`src/rtl/muldiv_pkg.sv`:
```
`default_nettype none
// ============================================================================
// Module      : muldiv_pkg
// Description : Shared op encodings, FSM states and op-class predicates for
//               the iterative RV32M multiply/divide unit.
// Revision    : 1.0 - initial release
// ============================================================================
package muldiv_pkg;

  // funct3 encodings of the M extension
  localparam logic [2:0] OP_MUL    = 3'd0;
  localparam logic [2:0] OP_MULH   = 3'd1;
  localparam logic [2:0] OP_MULHSU = 3'd2;
  localparam logic [2:0] OP_MULHU  = 3'd3;
  localparam logic [2:0] OP_DIV    = 3'd4;
  localparam logic [2:0] OP_DIVU   = 3'd5;
  localparam logic [2:0] OP_REM    = 3'd6;
  localparam logic [2:0] OP_REMU   = 3'd7;

  typedef enum logic [1:0] {
    S_IDLE = 2'd0,
    S_CALC = 2'd1,
    S_DONE = 2'd2
  } state_e;

  // Divide/remainder family lives in the upper half of funct3
  function automatic logic is_div(input logic [2:0] fn);
    return fn[2];
  endfunction

  function automatic logic is_signed_a(input logic [2:0] fn);
    return (fn == OP_MUL) || (fn == OP_MULH) || (fn == OP_MULHSU) ||
           (fn == OP_DIV) || (fn == OP_REM);
  endfunction

  function automatic logic is_signed_b(input logic [2:0] fn);
    return (fn == OP_MUL) || (fn == OP_MULH) ||
           (fn == OP_DIV) || (fn == OP_REM);
  endfunction

endpackage
`default_nettype wire

```
`src/rtl/muldiv_negate.sv`:
```
`default_nettype none
// ============================================================================
// Module      : muldiv_negate
// Description : Conditional two's-complement negation of a W-bit value.
// Revision    : 1.0 - initial release
// ============================================================================
module muldiv_negate #(
  parameter int W = 32
) (
  input  logic         en_i,
  input  logic [W-1:0] val_i,
  output logic [W-1:0] val_o
);

  assign val_o = en_i ? (~val_i + W'(1)) : val_i;

endmodule
`default_nettype wire

```
`src/rtl/muldiv_unit.sv`:
```
`default_nettype none
// ============================================================================
// Module      : muldiv_unit
// Description : Iterative RV32M multiply/divide unit for the EX stage. One
//               multiplier/quotient bit per cycle, stall request while busy,
//               flush abort and RISC-V divide corner cases.
// Revision    : 1.0 - initial release
// ============================================================================
module muldiv_unit
  import muldiv_pkg::*;
#(
  parameter int XLEN = 32
) (
  input  logic            clk,
  input  logic            rst,
  input  logic            start,
  input  logic [2:0]      op,
  input  logic [XLEN-1:0] a,
  input  logic [XLEN-1:0] b,
  input  logic            flush,
  output logic            stall_req,
  output logic            busy,
  output logic            done,
  output logic [XLEN-1:0] result
);

  localparam int               CNT_W    = $clog2(XLEN + 1);
  localparam logic [CNT_W-1:0] LAST_CNT = CNT_W'(XLEN - 1);
  localparam logic [XLEN-1:0]  MIN_NEG  = {1'b1, {(XLEN-1){1'b0}}};

  state_e            state_q, state_d;
  logic [2:0]        op_q, op_d;
  logic              sa_q, sa_d, sb_q, sb_d;
  logic [XLEN-1:0]   hi_q, hi_d;      // product high half / partial remainder
  logic [XLEN-1:0]   lo_q, lo_d;      // multiplier bits / dividend-quotient
  logic [XLEN-1:0]   opnd_q, opnd_d;  // multiplicand / divisor magnitude
  logic [CNT_W-1:0]  cnt_q, cnt_d;
  logic [XLEN-1:0]   result_q, result_d;

  logic              w_sa, w_sb;
  logic [XLEN-1:0]   w_abs_a, w_abs_b;
  logic              w_div0, w_ovf;
  logic [XLEN-1:0]   w_special;
  logic [XLEN:0]     w_add, w_shift;
  logic              w_ge;
  logic [XLEN-1:0]   w_sub, w_hi_step, w_lo_step;
  logic [2*XLEN-1:0] w_prod;
  logic [XLEN-1:0]   w_quo, w_rem, w_final;

  assign w_sa = is_signed_a(op) & a[XLEN-1];
  assign w_sb = is_signed_b(op) & b[XLEN-1];

  muldiv_negate #(.W(XLEN)) u_abs_a (.en_i(w_sa), .val_i(a), .val_o(w_abs_a));
  muldiv_negate #(.W(XLEN)) u_abs_b (.en_i(w_sb), .val_i(b), .val_o(w_abs_b));

  // Divide corner cases resolve in a single cycle from the raw operands
  always_comb begin
    w_div0    = is_div(op) && (b == '0);
    w_ovf     = is_div(op) && is_signed_a(op) && (a == MIN_NEG) && (b == '1);
    w_special = '0;
    if (w_div0) begin
      w_special = op[1] ? a : '1;
    end else if (w_ovf) begin
      w_special = op[1] ? '0 : a;
    end
  end

  // One shift-add or one restoring-subtract step on the shared registers
  always_comb begin
    w_add   = {1'b0, hi_q} + (lo_q[0] ? {1'b0, opnd_q} : '0);
    w_shift = {hi_q, lo_q[XLEN-1]};
    w_ge    = (w_shift >= {1'b0, opnd_q});
    w_sub   = w_shift[XLEN-1:0] - opnd_q;
    if (is_div(op_q)) begin
      w_hi_step = w_ge ? w_sub : w_shift[XLEN-1:0];
      w_lo_step = {lo_q[XLEN-2:0], w_ge};
    end else begin
      w_hi_step = w_add[XLEN:1];
      w_lo_step = {w_add[0], lo_q[XLEN-1:1]};
    end
  end

  muldiv_negate #(.W(2*XLEN)) u_neg_prod (
    .en_i (sa_q ^ sb_q),
    .val_i({w_hi_step, w_lo_step}),
    .val_o(w_prod)
  );
  muldiv_negate #(.W(XLEN)) u_neg_quo (.en_i(sa_q ^ sb_q), .val_i(w_lo_step), .val_o(w_quo));
  muldiv_negate #(.W(XLEN)) u_neg_rem (.en_i(sa_q),        .val_i(w_hi_step), .val_o(w_rem));

  // Pick the architectural result from the final step's values
  always_comb begin
    if (is_div(op_q)) begin
      w_final = op_q[1] ? w_rem : w_quo;
    end else if (op_q[1:0] == 2'b00) begin
      w_final = w_prod[XLEN-1:0];
    end else begin
      w_final = w_prod[2*XLEN-1:XLEN];
    end
  end

  // Next-state, datapath loads and handshake outputs
  always_comb begin
    state_d   = state_q;
    op_d      = op_q;
    sa_d      = sa_q;
    sb_d      = sb_q;
    hi_d      = hi_q;
    lo_d      = lo_q;
    opnd_d    = opnd_q;
    cnt_d     = cnt_q;
    result_d  = result_q;
    stall_req = 1'b0;
    busy      = 1'b0;
    done      = 1'b0;
    unique case (state_q)
      S_IDLE: begin
        if (start && !flush) begin
          // rst gate keeps the combinational request low while held in reset
          stall_req = rst;
          op_d      = op;
          sa_d      = w_sa;
          sb_d      = w_sb;
          cnt_d     = '0;
          hi_d      = '0;
          lo_d      = is_div(op) ? w_abs_a : w_abs_b;
          opnd_d    = is_div(op) ? w_abs_b : w_abs_a;
          if (w_div0 || w_ovf) begin
            result_d = w_special;
            state_d  = S_DONE;
          end else begin
            state_d  = S_CALC;
          end
        end
      end
      S_CALC: begin
        stall_req = 1'b1;
        busy      = 1'b1;
        hi_d      = w_hi_step;
        lo_d      = w_lo_step;
        cnt_d     = cnt_q + CNT_W'(1);
        if (cnt_q == LAST_CNT) begin
          result_d = w_final;
          state_d  = S_DONE;
        end
      end
      S_DONE: begin
        busy    = 1'b1;
        done    = !flush;
        state_d = S_IDLE;
      end
      default: state_d = S_IDLE;
    endcase
    // An EX flush abandons the instruction without touching the result
    if (flush) begin
      state_d  = S_IDLE;
      result_d = result_q;
    end
  end

  // State and datapath registers, asynchronously cleared
  always_ff @(posedge clk or negedge rst) begin
    if (!rst) begin
      state_q  <= S_IDLE;
      op_q     <= '0;
      sa_q     <= 1'b0;
      sb_q     <= 1'b0;
      hi_q     <= '0;
      lo_q     <= '0;
      opnd_q   <= '0;
      cnt_q    <= '0;
      result_q <= '0;
    end else begin
      state_q  <= state_d;
      op_q     <= op_d;
      sa_q     <= sa_d;
      sb_q     <= sb_d;
      hi_q     <= hi_d;
      lo_q     <= lo_d;
      opnd_q   <= opnd_d;
      cnt_q    <= cnt_d;
      result_q <= result_d;
    end
  end

  assign result = result_q;

endmodule
`default_nettype wire

```
`config.mk`:
```
export PLATFORM = sky130hd
export DESIGN_NAME = muldiv_unit
export DESIGN_NICKNAME = d
export VERILOG_FILES = /design/src/rtl/muldiv_pkg.sv /design/src/rtl/muldiv_negate.sv /design/src/rtl/muldiv_unit.sv
export SDC_FILE = /design/constraint.sdc
export NUM_CORES = 1
export LEC_CHECK = 0
export ABC_AREA = 1
export CORE_MARGIN = 2
export CORE_UTILIZATION = 40
export DETAILED_ROUTE_END_ITERATION = 6
export DONT_BUFFER_PORTS = 1
export PLACE_DENSITY = 0.54
export REMOVE_ABC_BUFFERS = 1
export SKIP_CTS_REPAIR_TIMING = 1
export SYNTH_ARGS = -nofsm -noshare
export SYNTH_HDL_FRONTEND = slang
export SYNTH_HIERARCHICAL = 1
export SYNTH_SLANG_ARGS = --single-unit
```
`constraint.sdc`:
```
create_clock -name clk -period 4.35 [get_ports clk]
set_input_delay 0.435 -clock clk [delete_from_list [all_inputs] [get_ports clk]]
set_output_delay 0.435 -clock clk [all_outputs]
set_load 0.1 [all_outputs]
```
Word-level counts from Yosys, hierarchy flattened
Index checks and enable logic that the tools add are counted.

storage, ports and cells
  logic and storage cells = 101
  bits in registers = 141
  input port bits = 71

cells by class
  $lt $le $gt $ge = 1
  mux-type cells = 37
  bitwise gates (word level) = 9
  $add $sub $neg = 8
  reduce and logical (&&, ||, !) cells = 23
  eq/ne operators = 14

operators with widths
  operator                                                          count
  32-bit 2-to-1 mux                                                 22
  32-bit case mux with 2 select lines                               3
  32-bit by 1-bit adder with 32-bit output (second input constant)  4
  32-bit NOT                                                        4
  64-bit by 1-bit adder with 64-bit output (second input constant)  1
  32-bit == test (second input constant)                            2
  64-bit 2-to-1 mux                                                 1
  64-bit NOT                                                        1
  32-bit by 32-bit adder with 33-bit output                         1
  33-bit by 32-bit greater-or-equal comparator with 1-bit output    1
  32-bit logical NOT                                                1
  32-bit subtractor                                                 1
  6-bit case mux with 2 select lines                                1
  2-bit 2-to-1 mux                                                  4
  1-bit logical OR                                                  7
  6-bit by 1-bit adder with 6-bit output (second input constant)    1
  3-bit == test (second input constant)                             2
  6-bit by 5-bit == test with 1-bit output (second input constant)  1
  6-bit 2-to-1 mux                                                  1
  2-bit inequality test (second input constant)                     3
  3-bit inequality test (second input constant)                     2
  2-bit AND reduction                                               3
  1-bit logical AND                                                 5
  5-bit AND reduction                                               1
  other kinds (15)                                                  19

Depth between registers and ports, before layout
Gate-level depths: netlist of run 1.

  word-level depth = 13
  mapped depth = 35

By module
The synthesis of run 1 kept the hierarchy.

modules (own cells, without submodules)
  module                       instances  cells each  area each (um^2)
  muldiv_unit                  1          2419        14706.6
  muldiv_negate (u_abs_a ...)  4          227         1108.6
  muldiv_negate (u_neg_prod)   1          486         2362.3

Least setup slack after synthesis of run 1
OpenSTA, ideal clock, no wires.

  path type = register -> register
  start = register lo_q[0]
  end = register result_q[30], in the netlist result[30]
  period minus slack after synthesis = 3.637 ns
  arrival time = 3.518 ns
  data required time = 4.230 ns
  buffers on the path = 2
  slack = 0.713 ns
  cell stages (with the launch flop) = 30
  cell sequence = dfrtp_1 -> clkbuf_1 -> clkbuf_1 -> nand2_1 -> inv_1 -> ha_1 -> fa_1 -> nand2_1 -> nand2_1 -> o21ai_0 -> o21ai_0 -> nand2_1 -> nand2_1 -> xnor2_1 -> nand2_1 -> and2_1 -> nor2_1 -> nand2_1 -> nor2_1 -> nand2_1 -> o21ai_1 -> nand3_1 -> nand2_1 -> nand2_1 -> nand2_1 -> nand3_1 -> nand3_1 -> o21ai_0 -> nand2_1 -> nand2_1

between the ends
  cells in the longest elaborated chain, start to end = 10
  elaborated cells on any way between the ends = 18
  those cells by class = 4 x add/sub; 11 x mux; 3 x bitwise

ends and longest elaborated chain
  item                                       line                 RTL
  from (decl)                                muldiv_unit.sv:35    logic [XLEN-1:0] lo_q, lo_d;
  from (signal assigned)                     muldiv_unit.sv:179   lo_q <= lo_d;
  32-bit 2-to-1 mux                          muldiv_unit.sv:70    w_add = {1'b0, hi_q} + (lo_q[0] ? {1'b0, opnd_q} : '0);
  32-bit by 32-bit adder with 33-bit output  muldiv_unit.sv:70
  32-bit 2-to-1 mux                          muldiv_unit.sv:74    if (is_div(op_q)) begin
  named net w_hi_step[13]                    muldiv_unit.sv:46    logic [XLEN-1:0] w_sub, w_hi_step, w_lo_step;
  64-bit NOT                                 muldiv_negate.sv:15  assign val_o = en_i ? (~val_i + W'(1)) : val_i;
  64-bit by 1-bit adder with 64-bit output   muldiv_negate.sv:15
  64-bit 2-to-1 mux                          muldiv_negate.sv:15
  named net w_prod[62]                       muldiv_unit.sv:47    logic [2*XLEN-1:0] w_prod;
  32-bit 2-to-1 mux                          muldiv_unit.sv:95    end else if (op_q[1:0] == 2'b00) begin
  32-bit 2-to-1 mux                          muldiv_unit.sv:93    if (is_div(op_q)) begin
  32-bit 2-to-1 mux                          muldiv_unit.sv:142   if (cnt_q == LAST_CNT) begin
  32-bit case mux with 2 select lines        muldiv_unit.sv:116   unique case (state_q)
  to (signal assigned)                       muldiv_unit.sv:182   result_q <= result_d;
  to (decl)                                  muldiv_unit.sv:38    logic [XLEN-1:0] result_q, result_d;

The timed path passes the listed nets, and every way through them passes these cells. The select of a mux whose other input is x is not followed.
A chain may end at the register's enable or synchronous reset.

Worst setup path after layout of run 1
  start = register opnd_q[5]
  end = register result_q[17], in the netlist result[17]

between the ends
  cells in the longest elaborated chain, start to end = 10
  elaborated cells on any way between the ends = 21
  those cells by class = 5 x add/sub; 1 x order compare; 12 x mux; 3 x bitwise

ends and longest elaborated chain
  item                                                                            line                                  RTL
  from (decl)                                                                     muldiv_unit.sv:36                     logic [XLEN-1:0] opnd_q, opnd_d;
  from (signal assigned)                                                          muldiv_unit.sv:180                    opnd_q <= opnd_d;
  32-bit 2-to-1 mux (tied with other cells)                                       muldiv_unit.sv:70
  32-bit by 32-bit adder with 33-bit output or 32-bit 2-to-1 mux (tied branches)  muldiv_unit.sv:70, muldiv_unit.sv:75
  32-bit 2-to-1 mux *                                                             muldiv_unit.sv:74
  named net w_hi_step[5]                                                          muldiv_unit.sv:46
  32-bit NOT *                                                                    muldiv_negate.sv:15
  32-bit by 1-bit adder with 32-bit output *                                      muldiv_negate.sv:15
  32-bit 2-to-1 mux *                                                             muldiv_negate.sv:15
  named net w_rem[17]                                                             muldiv_unit.sv:48                     logic [XLEN-1:0] w_quo, w_rem, w_final;
  32-bit 2-to-1 mux *                                                             muldiv_unit.sv:94                     w_final = op_q[1] ? w_rem : w_quo;
  32-bit 2-to-1 mux *                                                             muldiv_unit.sv:93
  32-bit 2-to-1 mux *                                                             muldiv_unit.sv:142
  32-bit case mux with 2 select lines *                                           muldiv_unit.sv:116

The timed path passes the listed nets; every way through them passes the cells marked *. The select of a mux whose other input is x is not followed.

==> results of run 1 <==
[metal layers]
metal / vias up / wire length [um] / track usage, %
met4: 2 / 3455 / 12.04
met2: 1178 / 40420 / 50.69
met1: 11670 / 41680 / 46.51
met5: - / 13 / 0
li1: 12420 / - / -
met3: 160 / 8521 / 5.535
[layout make-up]
class                      count  area [um^2]  area share [%]
clock buffer                  23        478.0           1.918
inverter                     490         1862           7.473
timing repair buffer         235         1869           7.503
multi-input combinational   3046        16200           65.02
tap                          688        860.8           3.455
sequential                   141         3537           14.20
clock inverter                 9        107.6          0.4319
[stage by stage]
stage | area [um^2] | setup slack [ns] | util, % | setup TNS [ns]
6_report | 24920 | 0.1933 | 47.13 | 0
5_1_grt | 24920 | -0.03941 | 47.13 | -0.1589
4_1_cts | 24140 | -0.005410 | 45.66 | -0.005410
3_5_place_dp | 23550 | 0.03498 | 44.55 | 0
3_3_place_gp | 23550 | -0.001451 | 44.55 | -0.001451
2_1_floorplan | 20850 | -2.557 | - | -95.29
[state kept, by name (all words and copies together), names as in the netlist]
register / cells
lo_q: 32
state_q: 2
result: 32
opnd_q: 32
sa_q: 1
hi_q: 32
cnt_q: 6
op_q: 3
sb_q: 1
[cells in the mapped netlist (6+ instances only)]
cell type / instances / area (um^2)
nand3b_1: 16 / 120.1
nor4_1: 15 / 93.84
nand4_1: 58 / 362.9
clkbuf_1: 76 / 285.3
nand2_2: 28 / 175.2
o21ai_0: 216 / 1081
nor2_2: 49 / 306.5
nor2_4: 32 / 360.4
and3_1: 6 / 37.54
o21ai_1: 15 / 75.07
buf_1: 13 / 48.80
dfrtp_1: 141 / 3528
nor3_1: 19 / 95.09
nor2_1: 385 / 1445
nand3_2: 37 / 370.4
o21bai_1: 6 / 45.04
and2_1: 31 / 193.9
xor2_1: 56 / 490.5
nand2_1: 1331 / 4996
or2_2: 9 / 56.30
o2111ai_1: 15 / 131.4
inv_1: 475 / 1783
o21ai_2: 10 / 87.58
a21oi_1: 110 / 550.5
nand3_1: 322 / 1612
nand2_4: 10 / 112.6
buf_4: 17 / 127.6
ha_1: 73 / 913.4
inv_2: 10 / 37.54
buf_2: 24 / 120.1
o211ai_1: 95 / 713.2
xnor2_1: 63 / 551.8
[how the worst min path moves through the flow]
stage	startpoint	to	slack, ns	depth (start not counted)
3_3_place_gp	rst	state_q[1]$_DFFE_PN0P_	0.14	0
2_1_floorplan	rst	cnt_q[0]$_DFFE_PN0P_	0.14	0
5_1_grt	op[1]	op_q[1]$_DFFE_PN0P_	0.1	2
3_5_place_dp	rst	state_q[1]$_DFFE_PN0P_	0.14	0
4_1_cts	rst	state_q[1]$_DFFE_PN0P_	-0.39	0
6_report	op[1]	op_q[1]$_DFFE_PN0P_	0.11	2
[logic make-up after synthesis]
family	synth area share (%)
flops	16.41
simple gates	49.06
xor+xnor	4.847
compound gates	13.57
buf+inv	11.68
fa+ha+maj	4.434
[worst max-delay path, delay by kind of cell (launching register included)]
family,cells,cell delay (ns)
AO/OA/AOI/OAI,4,0.70
buffers and inverters,2,0.23
adder cells (fa/ha/maj),1,0.35
flip-flops,1,0.37
AND/OR/NAND/NOR,21,2.39
==> flow_summary.json, run 1 <==
{
  "drc": 0,
  "syn_area_um2": 21500,
  "cts.path.max_buffers": 2,
  "clk_latency_ns": 0.48,
  "min_period_ns": 4.157,
  "finalCritPeriodShare_pct": 95.56,
  "rows": 84,
  "vias": 25420,
  "slew_headroom_pct": 19.86,
  "diodes": 0,
  "fillers": 5798,
  "placedCellCount": 4592,
  "rr_worst_depth": 28,
  "pin_count": 106,
  "synth-seq-cells": 141,
  "postRouteAntennaNets": 0,
  "antenna_found_initial": 2,
  "crit_top_cell": "nand2_1",
  "yosysWarnings": 6,
  "cts_root_buf": "clkbuf_16",
  "drtIter0Drc": 2801,
  "post_drt_wl_per_cell_um": 20.31,
  "final_cell_mix": "1307 x nand2_1, 468 x inv_1, 341 x nor2_1",
  "nNetsFinal": 4077,
  "ctsHtreeMaxLevel": 4,
  "cts_buffers": 17,
  "crit_type": "register to register",
  "viasPerCell": 5.489,
  "hp-class": "input port to register",
  "finClkSkew_ns": 0.01409,
  "port_buffers": 0,
  "drt-total-wl_mm": 94.09,
  "avgSynthCellArea_um2": 5.639,
  "instances_no_fill": 4632,
  "ys_types": 52,
  "grt.total_usage_pct": 33.08,
  "hold_ws_ns": 0.1065,
  "die_h_um": 235.9,
  "grt_pass1_wl_mm": 139.8,
  "layout_commonest_cell": "nand2_1",
  "fmax_mhz": 240.6,
  "arrival_ns": 4.53,
  "r2r_setup_slack_ns": 0.19,
  "worstSetupEndpoint": "result[17]$_DFFE_PN0P_",
  "start_util_pct": 40.67,
  "grt_pass1_vias": 22900,
  "dp_hpwl_mm": 74.56,
  "cts_tree": "yes",
  "cts.sinks": 141,
  "r2r_end": "result[17]$_DFFE_PN0P_",
  "max_stage_delay_ns": 0.37,
  "critPathCaptureType": "register",
  "rsz0062_at_grt": "yes",
  "first_pass_iters": 6,
  "gr-total-overflow": 0,
  "synth_ff_type": "dfrtp_1",
  "grt_max_degree": 143,
  "startpoint": "opnd_q[5]$_DFFE_PN0P_",
  "hold_viol": 0,
  "slowest_stage": "dfrtp_1",
  "yosysSeqAreaShare_pct": 16.41,
  "worstMarginPinSlew_ns": 1.201,
  "ys_async_sr_fraction_pct": 100.0,
  "synth_edf_count": 0,
  "place_congestion": 1.009,
  "drv_cap": 0,
  "clk_pin_slew_ns": 0.07,
  "synthCells": 3813,
  "final_layout_size_suffix_gt1_share_pct": 16.61,
  "core_area_um2": 52870,
  "syn_to_final_growth_pct": 15.87,
  "crit_required_ns": 4.72,
  "reg2reg_from": "opnd_q[5]$_DFFE_PN0P_",
  "final_max_slew_viol_count": 0,
  "path_max_fanout": 14,
  "die-area_um2": 55630,
  "outcome": "finished, final reports clean",
  "fp.dieW_um": 235.9,
  "setup_violations": 0,
  "crit_path_start_kind": "register"
}
Power of run 1 is not shown: default switching activity piles up to over one toggle a cycle in this logic, so the estimate is an artifact.
==> run 2: changes to the inputs <==
CORE_UTILIZATION = 35   (was 40)
PLACE_DENSITY = 0.49   (was 0.54)
SLEW_MARGIN = 10   (was default)
==> run 2 against run 1 <==
  * Via count is 0.17% lower
  * Cell count is 3.5% higher
  * Register-to-register slack hardly changed
  * Count of clock-buffer cells in the layout is 6 lower
  * Critical path depth is 2 lower
  * Non-clock buffer count is 68 higher
  * Clock skew hardly changed
  * Fmax is 0.17% lower
  * Final area is 2.8% higher
  * Critical endpoint is now result[14]$_DFFE_PN0P_
  * Largest cell class unchanged
  * Highest routed layer unchanged
==> flow_summary.json, run 2 (synthesis results as in run 1) <==
{
  "dp_worst_setup_slack_ns": -0.03447,
  "hold_ws_ns": 0.06865,
  "core_area_um2": 60580,
  "hp-class": "input port to register",
  "dpl_cell_area_um2": 24190,
  "grt_max_degree": 143,
  "drv_cap": 0,
  "outcome": "finished, final reports clean",
  "vias": 25380,
  "crit_required_ns": 4.78,
  "min_period_ns": 4.164,
  "nNetsFinal": 4145,
  "finClkSkew_ns": 0.01371,
  "drc": 0,
  "post_drt_wl_per_cell_um": 20.55,
  "fillers": 6867,
  "start_util_pct": 35.49,
  "critPathCaptureType": "register",
  "setup_violations": 0,
  "gr-total-overflow": 0,
  "worstHoldPathCells": 2,
  "grt_pass1_wl_mm": 145.6,
  "rsz0062_at_grt": "yes",
  "fmax_mhz": 240.2,
  "met1_usage_pct": 42.94,
  "drtIter0Drc": 2284,
  "final_layout_size_suffix_gt1_share_pct": 17.85,
  "finalCritPeriodShare_pct": 95.72,
  "syn_to_final_growth_pct": 19.16,
  "grt.total_usage_pct": 30.61,
  "clk_latency_ns": 0.50,
  "place_congestion": 0.9832,
  "hold_viol": 0,
  "rr_worst_depth": 26,
  "pin_count": 106,
  "path_max_fanout": 18,
  "worstMarginPinSlew_ns": 1.345,
  "drt-total-wl_mm": 98.54,
  "cts_tree": "yes",
  "die_h_um": 251.9,
  "viasPerCell": 5.294,
  "port_buffers": 0,
  "antenna_found_initial": 6,
  "crit_path_start_kind": "register",
  "die-area_um2": 63440,
  "first_pass_iters": 6,
  "final_max_slew_viol_count": 0,
  "rows": 90,
  "grt_pass1_vias": 23000,
  "cts_buffers": 17,
  "use_met2_pct": 47.98,
  "instances_no_fill": 4794,
  "diodes": 0,
  "grtUsageMet3_pct": 4.209,
  "fp.dieW_um": 251.9,
  "cts.path.max_buffers": 2,
  "dp_hpwl_mm": 78.97,
  "postRouteAntennaNets": 0,
  "cts.sinks": 141,
  "fin_ws_ns": 0.1861,
  "placedCellCount": 4748,
  "slew_headroom_pct": 10.23,
  "arrival_ns": 4.60,
  "final_cell_area_um2": 25620,
  "ctsHtreeMaxLevel": 4,
  "crit_type": "register to register",
  "grt-busiest-layer": "met2",
  "cts_root_buf": "clkbuf_16",
  "layout_commonest_cell": "nand2_1",
  "final_cell_mix": "1309 x nand2_1, 471 x inv_1, 334 x nor2_1",
  "clk_pin_slew_ns": 0.08
}
## run 2: through the flow
step	TNS, ns	util, %
global placement	-0.1620	39.92
CTS	-0.1263	40.96
finish	0	42.29
floorplan	-95.29	-
detailed placement	-0.03447	39.92
global route	-0.3001	42.29
## run 2: metal layers
layer | up-vias | wire length, um
met1 | 11770 | 44690
met4 | 2 | 3187
li1 | 12570 | -
met2 | 905 | 43320
met5 | - | 13
met3 | 130 | 7338
## run 2: path summary, 6_finish.rpt
kind / startpoint / endpoint / slack, ns
worst max-delay path: lo_q[0]$_DFFE_PN0P_ / result[14]$_DFFE_PN0P_ / 0.19
worst min-delay path: op[1] / op_q[1]$_DFFE_PN0P_ / 0.07
worst max register to register: lo_q[0]$_DFFE_PN0P_ / result[14]$_DFFE_PN0P_ / 0.19
worst min register to register: cnt_q[0]$_DFFE_PN0P_ / cnt_q[0]$_DFFE_PN0P_ / 0.51
max in group asynchronous: rst / op_q[1]$_DFFE_PN0P_ / 3.05
min in group asynchronous: rst / state_q[1]$_DFFE_PN0P_ / 0.59
## run 2: cell type report
cell class	instances	area (um^2)	area share, %
clock buffers	17	425.4	1.660
clock inverters	15	203.9	0.7960
inverters	490	1862	7.266
multi-input cells	3046	16190	63.18
flip-flops and latches	141	3537	13.81
well taps	782	978.4	3.819
repair buffers	303	2427	9.474
## run 2: worst max-delay path, cell delays in order (launching register included)
cell	delay [ns]
dfrtp_2	0.45
buf_8	0.19
nand2_1	0.08
inv_1	0.04
ha_1	0.35
nand2_1	0.09
buf_4	0.14
nor2_1	0.20
nand3_1	0.11
nand2_1	0.18
xnor2_1	0.14
nand2_1	0.10
and2_1	0.23
buf_12	0.15
nor2_1	0.13
nand2_1	0.14
nor2_1	0.15
nand2_1	0.08
o21ai_2	0.18
nand2_2	0.08
xor2_2	0.18
nand2_1	0.13
nand3_1	0.15
nand3_1	0.15
nand2_1	0.14
nand2_1	0.05
nand2_1	0.07
Power of run 2 is left out for the same reason.
